<file path="config.mk">
export PLATFORM = sky130hd
export DESIGN_NAME = dmem_arbiter
export DESIGN_NICKNAME = d
export VERILOG_FILES = /design/src/rtl/dmem_arbiter.sv
export SDC_FILE = /design/constraint.sdc
export NUM_CORES = 1
export LEC_CHECK = 0
export BUFFER_PORTS_ARGS = -buffer_cell sky130_fd_sc_hd__buf_2
export CAP_MARGIN = 10
export CORE_AREA = 2 2 205 207
export CTS_BUF_LIST = sky130_fd_sc_hd__clkbuf_8
export CTS_CLUSTER_DIAMETER = 40
export DETAILED_ROUTE_END_ITERATION = 10
export DIE_AREA = 0 0 207 209
export RECOVER_POWER = 50
export SLEW_MARGIN = 20
export SYNTH_ARGS = -nofsm -noshare
export SYNTH_HDL_FRONTEND = slang
export SYNTH_SLANG_ARGS = --single-unit
</file>
<file path="constraint.sdc">
create_clock -name clk -period 9.9 [get_ports clk]
set_clock_uncertainty 0.15 [all_clocks]
set_input_delay 2.475 -clock clk [delete_from_list [all_inputs] [get_ports clk]]
set_output_delay 2.475 -clock clk [all_outputs]
set_load 0.02 [all_outputs]
</file>
<file path="src/rtl/dmem_arbiter.sv">
// dmem_arbiter: two-requester round-robin arbiter that sequences one-cycle accesses
// to a shared single-port data memory and rejects misaligned or out-of-range addresses.
module dmem_arbiter #(
   parameter int MEM_BYTES = 101,
   parameter int ADDR_W = 64,
   parameter int DATA_W = 64
) (
   input  logic              clk,
   input  logic              reset,
   input  logic              req0,
   input  logic              we0,
   input  logic [ADDR_W-1:0] addr0,
   input  logic [DATA_W-1:0] wdata0,
   output logic              done0,
   output logic              err0,
   input  logic              req1,
   input  logic              we1,
   input  logic [ADDR_W-1:0] addr1,
   input  logic [DATA_W-1:0] wdata1,
   output logic              done1,
   output logic              err1,
   output logic [DATA_W-1:0] rdata,
   output logic              busy,
   output logic [ADDR_W-1:0] Mem_Addr,
   output logic [DATA_W-1:0] WriteData,
   output logic              MemWrite,
   output logic              MemRead,
   input  logic [DATA_W-1:0] ReadData
);
   typedef enum logic [1:0] {IDLE, ACCESS, RESP} state_t;
   state_t state, state_n;
   logic prio, owner, we_q, gnt, legal, g_we;
   logic [ADDR_W-1:0] g_addr;
   logic [DATA_W-1:0] g_wdata;
   always_comb begin
      gnt = req1 & (~req0 | prio);
      g_we = gnt ? we1 : we0;
      g_addr = gnt ? addr1 : addr0;
      g_wdata = gnt ? wdata1 : wdata0;
      // the extra top bit keeps addresses near the end of the space from wrapping into range
      legal = (g_addr[2:0] == 3'b000) &&
              ({1'b0, g_addr} + (ADDR_W+1)'(8) <= (ADDR_W+1)'(MEM_BYTES));
      state_n = state == ACCESS ? RESP :
                state == RESP ? IDLE :
                !(req0 | req1) ? IDLE :
                legal ? ACCESS : RESP;
   end
   always_ff @(posedge clk) state <= reset ? IDLE : state_n;
   assign busy = state != IDLE;
   assign MemWrite = state == ACCESS && we_q && !reset;
   assign MemRead = state == ACCESS && !we_q && !reset;
   always_ff @(posedge clk) begin
      if (reset) begin
         prio <= 1'b0;
         owner <= 1'b0;
         we_q <= 1'b0;
         done0 <= 1'b0;
         done1 <= 1'b0;
         err0 <= 1'b0;
         err1 <= 1'b0;
         rdata <= '0;
         Mem_Addr <= '0;
         WriteData <= '0;
      end else begin
         done0 <= 1'b0;
         done1 <= 1'b0;
         err0 <= 1'b0;
         err1 <= 1'b0;
         if (state == IDLE && (req0 | req1)) begin
            owner <= gnt;
            we_q <= g_we;
            prio <= ~gnt;
            if (legal) begin
               Mem_Addr <= g_addr;
               WriteData <= g_wdata;
            end else begin
               rdata <= '0;
               err0 <= ~gnt;
               err1 <= gnt;
            end
         end
         if (state == ACCESS) begin
            if (!we_q) rdata <= ReadData;
            done0 <= ~owner;
            done1 <= owner;
         end
      end
   end
endmodule

</file>
==> run_results.csv <==
group,metric,value,unit
clock_network,ctsResizeCount,0,
clock_network,htreeDepth,2,
synthesis,synth_top_area_frac,0.3540,
clock_network,clockBufferDepth,3,
die,num_rows,75,
timing,hold_viol,0,
critical_path,cp_max_fo,51,
final_layout,drive_gt1_frac,0.2701,
power_and_ir_drop,worst_ir_drop_vdd,0.0001146,V
synthesis,syn-cell-area,11370,sq um
clock_network,numCtsBuffers,40,
routing,top_layer,"met5",
routing,wl_met2,21630,um
timing,slew-limit-headroom,0.1833,
timing,grt_setup_unrepaired,"no",
routing,wl_met1,18790,um
die,die_x,207,um
timing,timing.final.crit_period,7967,ps
routing,wirelength,45820,um
power_and_ir_drop,comb_power_share,0.151,
clock_network,clkTransAtPathRegs,60,ps
die,core_area,41290,sq um
synthesis,synth_ff_type,"dfxtp_1",
die,io_pins,525,
clock_network,cts.sinks,201,
synthesis,syn_nets,1664,
global_routing,grt_max_degree,119,
global_routing,grt_pass1_wl,69220,um
timing,max_freq,125.5,MHz
power_and_ir_drop,intPower,0.001375,W
power_and_ir_drop,swShare,0.2896,
routing,vias,12510,
routing,drtPass1Iterations,6,
clock_network,cts_tree,"done",
synthesis,yosysSeqAreaShare,0.3540,
synthesis,yosysUniqueCellTypes,79,
synthesis,synth_most_common_cell,"nand2_1",
power_and_ir_drop,power,0.001936,W
global_routing,grt_pass1_vias,12170,
power_and_ir_drop,powerDensity,130.2,nW/um^2
critical_path,arrival,8240,ps
final_layout,area_growth_syn_to_layout,30.82,%
synthesis,syn_area_per_cell,8.521,sq um
routing,drt_iter0_drc,1058,
critical_path,start_kind,"primary input",
power_and_ir_drop,pwr-share-seq,0.420,
synthesis,synth_area_leaders,"dfxtp_1 (35%), mux2_2 (7.3%), nand2_1 (7.0%), a22o_1 (5.1%), nor3b_1 (4.1%)",
critical_path,end_kind,"flop",
power_and_ir_drop,p_clk_frac,0.430,
die,die_height,209,um
final_layout,nNetsFinal,2152,
clock_network,postCtsSetupBuffers,0,
power_and_ir_drop,power.switching,0.0005608,W
routing,via_per_inst,5.226,
synthesis,synth_common_cells,"nand2_1 (211), dfxtp_1 (201), a21oi_1 (89)",
routing,route.detailed.drc,0,
critical_path,r2r_start,"prio$_SDFFE_PP0P_",
clock_network,clk_latency,570,ps
routing,wl_met3,3578,um
global_routing,overflow,0,
global_routing,grt_use_total,0.2014,
synthesis,synth_cells,1334,
timing,final.setup.tns,0,ps
placement,port_buffers,524,
placement,dp_hpwl,35390,um
critical_path,startpoint,"req1",
synthesis,synth-async-reset-ratio,0,
job,drv_cap,0,
timing,drv_slew,0,
clock_network,postCtsHoldBufs,0,
critical_path,crit_type,"in2reg",
die,start_util,0.2753,
hold_path,hold_start,"owner$_SDFFE_PP0P_",
routing,wl_per_cell,19.15,um
outcome,status,"finished, final reports clean",
placement,gp_congestion,0.9402,
synthesis,synth_area_leader_cell,"dfxtp_1",
die,die_area,43260,sq um
power_and_ir_drop,p_leak,6.076,nW
hold_path,holdCritPathClass,"reg2reg",
synthesis,yosysWarnings,0,
routing,antenna_left,0,
synthesis,synth_seq_cells,201,
global_routing,grt_antenna_before_repair,3,
timing,setup_viol_count_final,0,
critical_path,crit_required,10170,ps
synthesis,synth_edf_count,0,
timing,worstMarginPinSlew,1212,ps
clock_network,cts_root_buf,"clkbuf_8",
timing,period_share,0.8047,
==> stage by stage <==
step	setup slack (ps)	hold WS (ps)	instances	cell area, sq um	utilization
detailed placement	1882	279.3	2319	14320	0.3469
finish	1933	284.5	2393	14870	0.3602
global route	1384	324.0	2393	14870	0.3602
floorplan	1989	256.9	1334	11370	-
global placement	2140	285.3	2319	14320	0.3469
CTS	2512	290.4	2390	15110	0.3659
==> sequential cells by signal, summed over array words and instances, names as in the netlist <==
| name | cells |
|---|---|
| we_q | 1 |
| done0 | 1 |
| state | 2 |
| rdata | 64 |
| Mem_Addr | 64 |
| WriteData | 64 |
| done1 | 1 |
| err0 | 1 |
| err1 | 1 |
| owner | 1 |
| prio | 1 |
==> cell families (layout without fill, tap and decap cells) <==
family / after synthesis / count (layout) / synth area share
other: 0 / 3 / 0
xor gates and xnor gates: 29 / 29 / 0.02234
muxes: 107 / 107 / 0.1024
and+or+nand+nor: 591 / 591 / 0.2782
adders and majority gates: 4 / 4 / 0.004403
AOI/OAI and AO/OA: 301 / 301 / 0.1941
buffers and inverters: 101 / 618 / 0.04469
DFF: 201 / 201 / 0.3540
==> power by group through the flow <==
stage               sequential (W)  clock, W  combinational (W)
floorplan                 0.000830         0           0.000155
global placement          0.000829         0           0.000284
detailed placement        0.000830         0           0.000286
CTS                       0.000812  0.000862           0.000288
global route              0.000812  0.000903           0.000317
finish                    0.000812  0.000832           0.000292
==> layout make-up <==
| class | count | area (sq um) |
|---|---|---|
| fill | 4435 | 26420 |
| multi-input combinational | 1032 | 6860 |
| sequential | 201 | 4024 |
| timing repair buffer | 537 | 2481 |
| tap | 539 | 674.4 |
| clock buffer | 42 | 578.1 |
| clock inverter | 29 | 207.7 |
| inverter | 10 | 37.54 |
| antenna | 3 | 7.507 |
==> worst max-delay path: stages <==
cell	delay (ps)
clkbuf_1	850
nand2_4	540
nand2_1	230
nand2_1	120
ha_1	340
nand4_1	200
nor4_4	50
a31oi_2	590
nor4_1	280
a21o_1	220
a211o_1	250
nor4_1	300
nand4bb_1	350
nor2_4	180
buf_4	520
buf_4	550
nor3b_1	110
==> metal layers <==
layer,up-vias,GRT usage
met2,605,0.3308
met5,-,0
met3,111,0.04854
met4,2,0.09236
met1,5892,0.2492
li1,5895,-
==> worst paths after layout <==
| check | end | depth (start not counted) | slack, ps |
|---|---|---|---|
| hold / removal | done0$_SDFF_PP0_ | 1 | 280 |
| setup reg to reg | Mem_Addr[11]$_SDFFE_PP0P_ | 17 | 4130 |
| hold reg to reg | done0$_SDFF_PP0_ | 1 | 280 |
| setup / recovery | Mem_Addr[11]$_SDFFE_PP0P_ | 17 | 1930 |
==> placed cells by master, fill, tap and decap left out, types with 21 or more instances in the layout <==
cell type	Yosys	routed
buf_2	22	327
nand2_1	211	210
dfxtp_1	201	201
clkbuf_1	43	196
a21oi_1	89	89
mux2_2	74	74
nor2b_1	67	67
a22o_1	66	66
nor3b_1	62	62
nand3_1	53	53
clkbuf_8	0	42
nor2_1	40	39
mux2i_1	33	33
nor3_1	27	27
nand4_1	23	23
inv_1	9	22
and3_1	21	21
Power figures use the tool's default switching activity.
